`src/rtl/argmax_classifier.sv`:
```
// argmax_classifier: sequential argmax over a snapshot of the final layer's scores
// Ports: clk, rst (async active-high), start (level, acts on rising edge),
//   scores (signed per-class scores), busy (scan in progress),
//   result_valid (one-cycle pulse), class_idx / max_score (held winner).
// Optional macro ARGMAX_TOP2_EN adds second_idx (runner-up index) and
//   margin (max_score minus runner-up score, unsigned SCORE_BITS+1).
module argmax_classifier #(
    parameter int NUM_CLASSES = 10,
    parameter int SCORE_BITS  = 40,
    parameter int IDX_BITS    = 4
) (
    input  logic                         clk,
    input  logic                         rst,
    input  logic                         start,
    input  logic signed [SCORE_BITS-1:0] scores [0:NUM_CLASSES-1],
    output logic                         busy,
    output logic                         result_valid,
`ifdef ARGMAX_TOP2_EN
    output logic [IDX_BITS-1:0]          second_idx,
    output logic [SCORE_BITS:0]          margin,
`endif
    output logic [IDX_BITS-1:0]          class_idx,
    output logic signed [SCORE_BITS-1:0] max_score
);
    typedef enum logic [1:0] {IDLE, SCAN, DONE} state_t;
    localparam logic [IDX_BITS-1:0] LAST = IDX_BITS'(NUM_CLASSES - 1);
    state_t state, next_state;
    logic start_d, trig;
    logic signed [SCORE_BITS-1:0] snap [0:NUM_CLASSES-1];
    logic signed [SCORE_BITS-1:0] best_val;
    logic [IDX_BITS-1:0] best_idx, ptr;
`ifdef ARGMAX_TOP2_EN
    logic signed [SCORE_BITS-1:0] second_val;
    logic [IDX_BITS-1:0] second_ptr;
`endif
    assign trig = start & ~start_d;
    always_ff @(posedge clk or posedge rst) begin
        if (rst) state <= IDLE;
        else     state <= next_state;
    end
    always_comb begin
        next_state = state == IDLE ? (trig ? SCAN : IDLE) :
                     state == SCAN ? (ptr == LAST ? DONE : SCAN) : IDLE;
    end
    always_comb begin
        busy = state == SCAN;
    end
    always_ff @(posedge clk or posedge rst) begin
        if (rst) begin
            start_d      <= 1'b0;
            result_valid <= 1'b0;
            class_idx    <= '0;
            max_score    <= '0;
            best_val     <= '0;
            best_idx     <= '0;
            ptr          <= '0;
            for (int i = 0; i < NUM_CLASSES; i++) snap[i] <= '0;
`ifdef ARGMAX_TOP2_EN
            second_val   <= '0;
            second_ptr   <= '0;
            second_idx   <= '0;
            margin       <= '0;
`endif
        end else begin
            start_d      <= start;
            result_valid <= 1'b0;
            if (state == IDLE && trig) begin
                snap     <= scores;
                best_val <= scores[0];
                best_idx <= '0;
                ptr      <= IDX_BITS'(1);
`ifdef ARGMAX_TOP2_EN
                // Seeding the runner-up with element 1 lets the first compare
                // either keep it (not strictly greater than itself) or swap it.
                second_val <= scores[1];
                second_ptr <= IDX_BITS'(1);
`endif
            end else if (state == SCAN) begin
                if (snap[ptr] > best_val) begin
                    best_val <= snap[ptr];
                    best_idx <= ptr;
`ifdef ARGMAX_TOP2_EN
                    second_val <= best_val;
                    second_ptr <= best_idx;
                end else if (snap[ptr] > second_val) begin
                    second_val <= snap[ptr];
                    second_ptr <= ptr;
`endif
                end
                ptr <= ptr + IDX_BITS'(1);
            end else if (state == DONE) begin
                class_idx    <= best_idx;
                max_score    <= best_val;
                result_valid <= 1'b1;
`ifdef ARGMAX_TOP2_EN
                second_idx   <= second_ptr;
                // Sign-extend both so the difference cannot overflow.
                margin       <= {best_val[SCORE_BITS-1], best_val} - {second_val[SCORE_BITS-1], second_val};
`endif
            end
        end
    end
endmodule

```
`config.mk`:
```
export PLATFORM = sky130hd
export DESIGN_NAME = argmax_classifier
export DESIGN_NICKNAME = d
export VERILOG_FILES = /design/src/rtl/argmax_classifier.sv
export SDC_FILE = /design/constraint.sdc
export NUM_CORES = 1
export LEC_CHECK = 0
export CAP_MARGIN = 25
export CORE_MARGIN = 2
export CORE_UTILIZATION = 52
export DETAILED_ROUTE_END_ITERATION = 8
export PLACE_DENSITY = 0.77
export SETUP_SLACK_MARGIN = 0.2
export SLEW_MARGIN = 5
export SYNTH_ARGS = -nofsm -noshare
export SYNTH_HDL_FRONTEND = slang
export SYNTH_SLANG_ARGS = --single-unit
```
`constraint.sdc`:
```
create_clock -name clk -period 25.6 [get_ports clk]
set_clock_uncertainty 0.15 [all_clocks]
set_input_delay 6.4 -clock clk [delete_from_list [all_inputs] [get_ports clk]]
set_output_delay 6.4 -clock clk [all_outputs]
set_load 0.05 [all_outputs]
```
==> results.md <==
* Clock network power share at 0.187
* H-tree Lvls at 2
* Psw at 0.001613 W
* Mapped Nets at 2884
* GRT Util Overall at 0.3065
* DRT antenna net count at 0
* Worst EP required at 19050 ps
* Wire length on met2 at 32230 um
* Global-route wire length before repair at 106800 um
* Hold_buf cts at 0
* WL met1 at 28200 um
* Chip width at 212.9 um
* Setup CP Type: reg -> out
* Post-Route WL at 68430 um
* # DRC at 0
* Via/cell ratio at 5.530
* Post-Synth Simple-Gate Area at 0.2326
* CP max FO at 6
* Setup crit end kind: output port
* Layout Utilization at 0.6808
* Row count at 76
* Syn. warnings at 0
* Switch share at 0.4050
* Critical Path Source Type: flop
* Post-Synth Adder-Cell Area at 0.02316
* Setup tns final at 0 ps
* WL met3 at 5277 um
* Worst-Skew Late Latency at 600 ps
* Max_cap viols at 0
* HPWL after DPL at 46750 um
* Number of library cell types mapped by synthesis at 41
* CTS tree: yes
* Vias in the first global route at 19560
* Post-CTS setup buffers at 0
* Layout cells sized above 1 at 0.08711
* XOR/XNOR Fraction of Synth Area at 0.0003861
* Syn Std Cell Area at 22690 sq um
* PwrDens at 135.8 nW/um^2
* Seq/Total Area, Yosys at 0.5471
* Post-DR wirelength/cell at 19.88 um
* Initial antenna violation count at 11
* Top-area cell type share of the netlist area at 0.5471
* Io pins at 449
* Top Metal Used: met5
* CTS resizes at 0
* Syn avg cell area at 9.301 sq um
* P&R area growth vs syn at 29.28%
* Mux share of post-synthesis cell area at 0.1022
* Fin nets at 3256
* Initial DRC Count at 1662
* Clock transition at path regs at 60 ps
* Seq cells post-synth at 496
* Gr ovfl total at 0
* Arr. time, crit path at 2480 ps
* Final hold violation count at 0
* Combinational family with the most area after synthesis: simple AND/OR/NAND/NOR gates
* GPL Wtd Cong at 0.8866
* Max VDD drop at 0.1378 mV
* Initial core utilization at 0.5266
* Area of the core at 43080 sq um
* Status: completed
* Slew Limit Headroom at 0.3025
* Num CTS Buffers at 51
* Final-report setup violation count at 0
* Worst hold path type: reg -> reg
* Minimum clock period at 9031 ps
* CTS Buffer Depth at 3
* Die height at 212.9 um
* Port buffer count at 448
* RSZ-0062 raised after global routing: no
* Ranking of synthesized cells by area: dfrtp_1 55%, nand2_1 21%, mux4_2 7.9%
* Max-slew violation count at 0
* Root buf cell: clkbuf_16
* Period utilization at 0.3528
* Total clock sinks at 496
* Pre-Repair DR Iteration Count at 8
* Worst Tran Pin Value at 1046 ps
* Upper clock frequency limit at 0.1107 GHz
* Part of the power in registers at 0.361
* Total Die Area at 45310 sq um
* Largest net degree at the start of global routing at 143
* Comb pwr share at 0.453
* Vias post-DR at 19040
* Leakage at 14.17 nW
* Int Pwr at 0.002371 W
* Syn Inst Count at 2439
* Fillers at 3348
* Cell taking the most area after synthesis: dfrtp_1
* Compound-Gate Fraction of Synth Area at 0.05852
-- per-layer routing --
layer | track usage | up-vias
met1 | 0.4161 | 9311
li1 | - | 8724
met5 | 0 | -
met2 | 0.4874 | 846
met3 | 0.05295 | 148
met4 | 0.1379 | 6
-- path summary, 6_finish.rpt --
kind	from	end	cells past startpoint	slack, ps
max	state[1]$_DFF_PP0_	busy	3	16570
min	snap[10]$_DFFE_PP0P_	snap[10]$_DFFE_PP0P_	2	320
max reg2reg	ptr[0]$_DFFE_PP0P_	best_val[0]$_DFFE_PP0P_	14	19580
min reg2reg	snap[10]$_DFFE_PP0P_	snap[10]$_DFFE_PP0P_	2	320
max in group asynchronous	rst	ptr[1]$_DFFE_PP0P_	5	16650
min in group asynchronous	rst	snap[55]$_DFFE_PP0P_	2	6000
-- cell usage after synthesis, drive strengths merged --
library cell,number
nand2,1295
dfrtp,496
clkbuf,130
o21ai,91
mux4,80
nand3,47
mux2,45
inv,44
ha,42
a22oi,40
o311ai,39
buf,27
a21oi,16
nand4,11
a21o,5
nor2,4
nor3,4
nand2b,3
a2111oi,2
nor2b,2
o211ai,2
a211oi,1
a2bb2oi,1
a31oi,1
a32oi,1
and2,1
clkinv,1
mux2i,1
nor3b,1
nor4,1
nor4b,1
o31ai,1
or4,1
or4b,1
xnor2,1
-- power groups by stage --
stage,sequential [W],clock (W),combinational (W)
2_1_floorplan,0.00145,0,0.00121
3_3_place_gp,0.00141,0,0.00171
3_5_place_dp,0.00144,0,0.00178
4_1_cts,0.00143,0.000753,0.00180
5_1_grt,0.00148,0.000783,0.00199
6_report,0.00144,0.000743,0.00180
-- area by class of cell --
type / instances / area (sq um) / area share
Sequential cell: 496 / 12420 / 0.4235
Multi-Input combinational cell: 1741 / 9499 / 0.3239
Timing Repair Buffer: 476 / 4827 / 0.1646
Clock buffer: 74 / 1493 / 0.05090
Tap cell: 585 / 732.0 / 0.02496
Inverter: 45 / 176.4 / 0.006016
Clock inverter: 15 / 153.9 / 0.005248
Antenna cell: 10 / 25.02 / 0.0008533
-- flip-flops by register name, indices dropped and copies added (netlist names) --
register	cells
state	2
start_d	1
best_idx	4
class_idx	4
ptr	4
max_score	40
result_valid	1
best_val	40
snap	400
-- cell usage in the layout, fill, tap and decap left out, drive strengths merged, types with 2 or more instances in the layout --
| cell | instances |
|---|---|
| nand3 | 47 |
| a21oi | 16 |
| mux2 | 45 |
| bufinv | 3 |
| o211ai | 2 |
| a21o | 5 |
| nand4 | 11 |
| dfrtp | 496 |
| buf | 28 |
| a22oi | 40 |
| ha | 42 |
| clkdlybuf4s50 | 448 |
| a2111oi | 2 |
| diode | 10 |
| nor3 | 4 |
| o311ai | 39 |
| nor2 | 4 |
| nand2b | 3 |
| clkinv | 11 |
| nand2 | 1295 |
| inv | 46 |
| clkbuf | 74 |
| nor2b | 2 |
| o21ai | 91 |
| mux4 | 80 |
-- through the flow --
step	hold slack [ps]	cells	setup slack [ps]	power, W	instance area, sq um
global route	336.3	3440	16220	0.004254	29320
global placement	301.7	3336	15650	0.003126	27470
detailed placement	306.4	3338	15500	0.003216	27530
CTS	321.9	3427	16080	0.003982	29170
floorplan	290.1	2439	5204	0.002664	22690
finish	321.4	3442	16570	0.003984	29330
-- critical path, cell delays in order, from the launching register on --
cell and delay (ps):
dfrtp_1 460, nand2b_1 260, inv_1 240, clkdlybuf4s50_1 920
-- cells by family (layout without fill, tap and decap cells) --
family                   count (synthesis)  after routing
multiplexers                           126            126
AND/OR/NAND/NOR                       1372           1372
XOR/XNOR                                 1              1
flip-flops                             496            496
other                                    0             10
adder cells (fa/ha/maj)                 42             42
AO/OA/AOI/OAI                          200            200
buffers and inverters                  202            610
Power figures use the tool's default switching activity.
